<file path="src/rtl/br_resolve.sv">
// br_resolve: branch resolution and architectural PC for the RV32I core.
// Decides taken/not-taken from the ALU branch flags, computes the target,
// redirects fetch, kills FLUSH_CYCLES wrong-path slots after each redirect
// and traps (sticky) on a misaligned taken target.
// Optional feature: define BR_STATS_EN to add taken_cnt / ntaken_cnt.
module br_resolve #(
  parameter logic [31:0] RESET_PC     = 32'h0000_0000,
  parameter int          FLUSH_CYCLES = 2,
  localparam int         WORDSIZE     = 32
) (
  input  logic                clk,
  input  logic                rst,
  input  logic                stall,
  input  logic                br_valid,
  input  logic                jal,
  input  logic                jalr,
  input  logic [2:0]          funct3,
  input  logic [1:0]          alu_br_ops,
  input  logic [WORDSIZE-1:0] alu_out,
  input  logic [WORDSIZE-1:0] imm,
  output logic [WORDSIZE-1:0] pc,
  output logic [WORDSIZE-1:0] link,
  output logic                redirect,
  output logic                inst_kill,
`ifdef BR_STATS_EN
  output logic [31:0]         taken_cnt,
  output logic [31:0]         ntaken_cnt,
`endif
  output logic                trap
);

  // Branch condition codes (RV32I funct3)
  localparam logic [2:0] FUNCT_BEQ  = 3'b000;
  localparam logic [2:0] FUNCT_BNE  = 3'b001;
  localparam logic [2:0] FUNCT_BLT  = 3'b100;
  localparam logic [2:0] FUNCT_BGE  = 3'b101;
  localparam logic [2:0] FUNCT_BLTU = 3'b110;
  localparam logic [2:0] FUNCT_BGEU = 3'b111;

  // ALU comparison flag encoding
  localparam logic [1:0] ALU_BR_EQ = 2'd0;
  localparam logic [1:0] ALU_BR_LT = 2'd1;
  localparam logic [1:0] ALU_BR_GT = 2'd2;

  localparam logic [2:0] FLUSH_INIT = 3'(FLUSH_CYCLES);

  typedef enum logic [1:0] {RUN, FLUSH, TRAP} state_e;

  state_e              state_q, state_d;
  logic [WORDSIZE-1:0] pc_q, pc_d;
  logic [2:0]          cnt_q, cnt_d;
  logic                redirect_q, redirect_d;
  logic                trap_q, trap_d;

  logic                br_cond;
  logic                xfer_taken;
  logic                br_resolved;
  logic [WORDSIZE-1:0] target;
  logic                misaligned;

  // Condition evaluation from the ALU flags; unknown funct3 never takes
  always_comb begin
    br_cond = 1'b0;
    unique case (funct3)
      FUNCT_BEQ:              br_cond = (alu_br_ops == ALU_BR_EQ);
      FUNCT_BNE:              br_cond = (alu_br_ops == ALU_BR_LT) || (alu_br_ops == ALU_BR_GT);
      FUNCT_BLT, FUNCT_BLTU:  br_cond = (alu_br_ops == ALU_BR_LT);
      FUNCT_BGE, FUNCT_BGEU:  br_cond = (alu_br_ops == ALU_BR_EQ) || (alu_br_ops == ALU_BR_GT);
      default:                br_cond = 1'b0;
    endcase
  end

  // Target select and taken decision; jalr beats jal beats br_valid
  always_comb begin
    target      = pc_q + imm;
    xfer_taken  = 1'b0;
    br_resolved = 1'b0;
    if (jalr) begin
      target     = alu_out & ~32'd1;
      xfer_taken = 1'b1;
    end else if (jal) begin
      xfer_taken = 1'b1;
    end else if (br_valid) begin
      xfer_taken  = br_cond;
      br_resolved = 1'b1;
    end
    misaligned = (target[1:0] != 2'b00);
  end

  // FSM next-state, PC, flush counter, redirect pulse and sticky trap
  always_comb begin
    state_d    = state_q;
    pc_d       = pc_q;
    cnt_d      = cnt_q;
    redirect_d = redirect_q;
    trap_d     = trap_q;
    if (!stall) begin
      redirect_d = 1'b0;
      unique case (state_q)
        RUN: begin
          if (xfer_taken && misaligned) begin
            // PC stays on the offending instruction for the trap handler
            trap_d  = 1'b1;
            state_d = TRAP;
          end else if (xfer_taken) begin
            pc_d       = target;
            redirect_d = 1'b1;
            cnt_d      = FLUSH_INIT;
            state_d    = FLUSH;
          end else begin
            pc_d = pc_q + 32'd4;
          end
        end
        FLUSH: begin
          // Transfers seen here are wrong-path and deliberately ignored
          pc_d  = pc_q + 32'd4;
          cnt_d = cnt_q - 3'd1;
          if (cnt_q == 3'd1) state_d = RUN;
        end
        TRAP: ;
        default: state_d = RUN;
      endcase
    end
  end

  // State register with synchronous reset
  always_ff @(posedge clk) begin
    if (rst) begin
      state_q    <= RUN;
      pc_q       <= RESET_PC;
      cnt_q      <= 3'd0;
      redirect_q <= 1'b0;
      trap_q     <= 1'b0;
    end else begin
      state_q    <= state_d;
      pc_q       <= pc_d;
      cnt_q      <= cnt_d;
      redirect_q <= redirect_d;
      trap_q     <= trap_d;
    end
  end

  assign pc        = pc_q;
  assign link      = pc_q + 32'd4;
  assign redirect  = redirect_q;
  assign trap      = trap_q;
  assign inst_kill = (state_q != RUN);

`ifdef BR_STATS_EN
  logic [31:0] taken_cnt_q, taken_cnt_d;
  logic [31:0] ntaken_cnt_q, ntaken_cnt_d;

  // Saturating counters of conditional branches resolved in RUN; traps excluded
  always_comb begin
    taken_cnt_d  = taken_cnt_q;
    ntaken_cnt_d = ntaken_cnt_q;
    if (!stall && state_q == RUN && br_resolved) begin
      if (xfer_taken && !misaligned) begin
        if (taken_cnt_q != 32'hFFFF_FFFF) taken_cnt_d = taken_cnt_q + 32'd1;
      end else if (!xfer_taken) begin
        if (ntaken_cnt_q != 32'hFFFF_FFFF) ntaken_cnt_d = ntaken_cnt_q + 32'd1;
      end
    end
  end

  // Statistics registers
  always_ff @(posedge clk) begin
    if (rst) begin
      taken_cnt_q  <= 32'd0;
      ntaken_cnt_q <= 32'd0;
    end else begin
      taken_cnt_q  <= taken_cnt_d;
      ntaken_cnt_q <= ntaken_cnt_d;
    end
  end

  assign taken_cnt  = taken_cnt_q;
  assign ntaken_cnt = ntaken_cnt_q;
`endif

endmodule

</file>
<file path="config.mk">
export PLATFORM = sky130hd
export DESIGN_NAME = br_resolve
export DESIGN_NICKNAME = d
export VERILOG_FILES = /design/src/rtl/br_resolve.sv
export SDC_FILE = /design/constraint.sdc
export NUM_CORES = 1
export LEC_CHECK = 0
export CAP_MARGIN = 20
export CORE_UTILIZATION = 40
export CTS_CLUSTER_DIAMETER = 100
export DETAILED_ROUTE_END_ITERATION = 6
export GPL_TIMING_DRIVEN = 0
export PLACE_DENSITY = 0.73
export SYNTH_ARGS = -nofsm -noshare
export SYNTH_HDL_FRONTEND = slang
export SYNTH_SLANG_ARGS = --single-unit
</file>
<file path="constraint.sdc">
create_clock -name clk -period 5.04 [get_ports clk]
set_input_delay 1.008 -clock clk [delete_from_list [all_inputs] [get_ports clk]]
set_output_delay 1.008 -clock clk [all_outputs]
set_load 0.05 [all_outputs]
</file>
# Word level (Yosys, flattened, before mapping)
# Cells that the tools add are included.
[word_totals]
register_bits = 39
out_inout_bits = 67
wordCells = 57
inputBits = 75
[op_classes]
mux = 18
bitwise = 2
n_reduce_logical = 15
add_sub_neg = 3
n_eq_ne = 14
[ops]
columns = ["operator", "n"]
rows = [
  ["32-bit 2-to-1 mux", 3],
  ["32-bit case mux with 2 select lines", 1],
  ["32-bit by 3-bit adder with 32-bit output (second input constant)", 1],
  ["32-bit adder", 1],
  ["3-bit equality test (second input constant)", 4],
  ["4-bit AND reduction", 2],
  ["3-bit by 1-bit equality test with 1-bit output (second input constant)", 2],
  ["1-bit 2-to-1 mux", 6],
  ["2-bit 2-to-1 mux", 3],
  ["3-bit 2-to-1 mux", 2],
  ["2-bit != test (second input constant)", 3],
  ["2-bit case mux with 3 select lines", 1],
  ["3-bit case mux with 2 select lines", 1],
  ["3-bit AND reduction", 2],
  ["2-bit nonzero test", 3],
  ["2-bit by 1-bit equality test with 1-bit output (second input constant)", 2],
  ["2-bit equality test (second input constant)", 2],
  ["2-bit logical NOT", 2],
  ["1-bit case mux with 4 select lines", 1],
  ["2-bit OR reduction", 2],
  ["3-bit logical NOT", 1],
  ["3-bit != test (second input constant)", 1],
  ["3-bit by 1-bit subtractor with 3-bit output (second input constant)", 1],
  ["1-bit logical OR", 2],
  ["2 further kinds", 3],
]

# Logic depth before layout (Yosys ltp)
[depth]
word_depth = 9
ltp_mapped = 11
ltp_nobuf = 10

# Worst setup path before layout
# Ideal clock, no wire load.
[synth_timing]
kind = "register to output"
from = "register pc_q[4], in the netlist pc[4]"
to = "output link[27]"
required_ps = 4032
arrival_time_ps = 2846
slack_ps = 1186
n_path_buf = 1
path_stages_with_launch = 8
path_cell_list = "dfxtp_1 clkbuf_1 nand2_1 nor4_2 nand3_1 nor2_1 nand4_1 xnor2_1"
[synth_via]
elab_chain_len = 1
[synth_lines]
columns = ["item", "line_no", "rtl"]
rows = [
  ["start, declared", "50", "logic [WORDSIZE-1:0] pc_q, pc_d;"],
  ["start signal, assigned", "136", "pc_q <= pc_d;"],
  ["32-bit by 3-bit adder with 32-bit output", "144", "assign link = pc_q + 32'd4;"],
  ["end, declared", "22", "output logic [WORDSIZE-1:0] link,"],
]
# No other way between the ends.

# Worst setup path after layout
[layout_timing]
from = "register pc_q[4], in the netlist pc[4]"
to = "output link[31]"
# The elaborated chain is that of the path after synthesis.

==> metrics.md <==
| Metric | Value |
|---|---|
| Min cycle time layout | 4.57 ns |
| CP Max Fanout | 8 |
| Worst hold path class | reg2reg |
| Layout Nets | 919 |
| Startpoint types | flip-flop |
| Io pins | 142 |
| Placer Congestion | 0.939 |
| First DRT Iteration DRCs | 524 |
| CP required | 4.03 ns |
| Number of cell rows | 39 |
| Fmax | 219 MHz |
| Filler cells | 1110 |
| Number of synthesized flops with an enable pin | 0 |
| Critical path arrival | 3.57 ns |
| Routed WL per cell | 20.1 µm |
| Clock buffer depth | 2 |
| Status | finished, final reports clean |
| DRC | 0 |
| Synth area leaders | dfxtp_1 17%, ha_1 9.2%, a21oi_1 7.1% |
| First-pass GRT wire length | 29000 µm |
| Later-pin clock latency in the skew report | 0.29 ns |
| RSZ-0062 raised after global routing | false |
| Area grow syn2layout | 37.5% |
| Total wire length | 19200 µm |
| CTS Sinks | 39 |
| Post-synth top area cell | dfxtp_1 |
| Vias in the first global route | 5498 |
| Synth Flop Type | dfxtp_1 |
| Number of diodes | 0 |
| Max-cap violations | 0 |
| Most common cell after layout, fill and taps aside | clkdlybuf4s50_1 |
| Post-Synthesis Cell Area | 0.00465 mm² |
| Post-CTS Setup Bufs | 0 |
| Antenna Nets Post-Route | 0 |
| DP HPWL | 15000 µm |
| Die height | 110 µm |
| Setup TNS after final layout | 0 ns |
| Largest net degree at the start of global routing | 12 |
| Max stage delay on crit path | 0.85 ns |
| Peak VDD IR | 0.000169 V |
| Final Max Tran Viols | 0 |
| Syn nets | 771 |
| Layout Utilization | 56.2% |
| Final setup viols | 0 |
| Leak | 0.00250 µW |
| Count of cell types in the netlist | 65 |
| TritonRoute pass-1 iters | 6 |
| Num CTS Buffers | 5 |
| Finished Layout Cells | 953 |
| Cts hold-fix bufs | 0 |
| Top cell type's share of synthesized area | 16.8% |
| Actual slew at the worst max-slew pin | 0.761 ns |
| Yosys warns | 0 |
| Syn Inst Count | 661 |
| Post-synthesis sequential area ratio | 16.8% |
| CTS resizes | 0 |
| Final hold violation count | 0 |
| Asr flop ratio synth | 0% |
| Critical path class | reg2out |
| Clk pin slew, worst setup/hold paths | 0.06 ns |
| Initial Util | 40.9% |
| Via Count | 5918 |
| Core area | 0.0114 mm² |
| Cell count after placement | 944 |
| CTS tree | built |
| Fin crit share | 90.8% |
| Relative slew slack | 48.7% |
| Commonest cells after routing, fill and taps aside | 140 x clkdlybuf4s50_1, 66 x a21oi_1, 65 x nand2_1 |
| Multi-input logic area | 0.00362 mm² |
| CP Capture Type | primary output |
| Register area | 781 µm² |
| Die Footprint | 0.0121 mm² |
| Initial antenna violation count | 0 |
| GRT Total Usage | 31.6% |
| Die Wd | 110 µm |
| Root Driver | clkbuf_16 |
| Cell Pwr Density | 250 mW/mm² |
| Grt total ovfl | 0 |
| I/O Buffers | 140 |
| H-tree Lvls | 2 |
| Critical-path cell list | clkbuf_1 > nand2_1 > nor4_2 > nand3_1 > nor4_1 > xor2_1 > clkdlybuf4s50_1 |
| Syn_area_per_cell | 7.03 µm² |
| Slowest CP cell | clkdlybuf4s50_1 |
| Via density | 6.21 |
| #FFs+latches synth | 39 |
| Worst Clk Skew | 0.00589 ns |
| Ratio of cells with drive above 1 in the final layout | 3.09% |
worst max-delay path: cells and delay by family, from the launching register on:
| kind | cells | cell delay, ns |
|---|---|---|
| xor gates and xnor gates | 1 | 0.21 |
| and+or+nand+nor | 4 | 1.53 |
| buffers and inverters | 2 | 1.16 |
| DFF | 1 | 0.36 |
cell families after synthesis:
kind of cell               after synthesis  share of synthesized area (%)
and+or+nand+nor                        240                           25.4
muxes                                    4                          0.915
xor gates and xnor gates                46                           8.67
adders and majority gates               35                           9.58
AOI/OAI and AO/OA                      234                           33.3
DFF                                     39                           16.8
buffers and inverters                   63                           5.33
routing by layer:
| metal | wire length (µm) | vias to the layer above | global-route usage [%] |
|---|---|---|---|
| met2 | 8420 | 323 | 49.3 |
| li1 | - | 2765 | - |
| met4 | 704 | 0 | 12.6 |
| met5 | 0 | - | 0 |
| met3 | 1780 | 49 | 5.39 |
| met1 | 8290 | 2781 | 43.0 |
synth_stat cells, types with 4 or more instances:
cell and count:
and4_1 5, o211ai_1 17, nor2b_1 8, xor2_1 19, nand2_1 65, clkbuf_1 36, nor2_1 48, xnor2_1 27
a31oi_1 6, dfxtp_1 39, o21bai_1 6, o21a_1 7, ha_1 34, and3_1 16, o31a_1 5, inv_1 21
nand4_1 8, a211oi_1 9, nor3_1 21, a21o_1 16, a21oi_1 66, nor4_1 7, nand2b_1 9, nand3_1 34
o21ai_0 50, or3_1 5, and2_1 4, o31ai_1 4, a2111oi_0 4
registers in the layout (all words and copies together), names as in the netlist:
name,cells
trap,1
pc,32
state_q,2
cnt_q,3
redirect,1
where the power goes:
| group | total [µW] | internal, µW | switching, µW |
|---|---|---|---|
| clock | 346 | 211 | 135 |
| combinational | 861 | 318 | 543 |
| sequential | 387 | 338 | 49.2 |
| total | 1590 | 867 | 728 |
layout make-up:
type | count | share of cell area, %
Buffer | 42 | 2.64
Clock buffer | 8 | 2.45
Inverter | 21 | 1.23
Multi-Input combinational cell | 559 | 56.6
Sequential cell | 39 | 12.2
Tap cell | 143 | 2.80
Timing Repair Buffer | 141 | 22.0
metrics by stage:
stage	instance area, µm²	hold slack, ns	total power, µW	worst slack, ns
after global routing	6390	0.497	1670	0.155
after CTS	6380	0.474	1580	0.480
after detailed placement	6230	0.459	1230	0.387
final	6390	0.473	1590	0.465
after floorplan	4650	0.502	935	1.19
after global placement	6230	0.455	1230	0.417
path summary, 6_finish.rpt:
kind	slack [ns]	cells after the start	end	from
worst min register to register	0.47	2	redirect	redirect
worst max register to register	1.41	10	pc[7]	pc[0]
worst max-delay path	0.47	7	link[31]	pc[4]
worst min-delay path	0.47	2	redirect	redirect
Power figures use the tool's default switching activity.
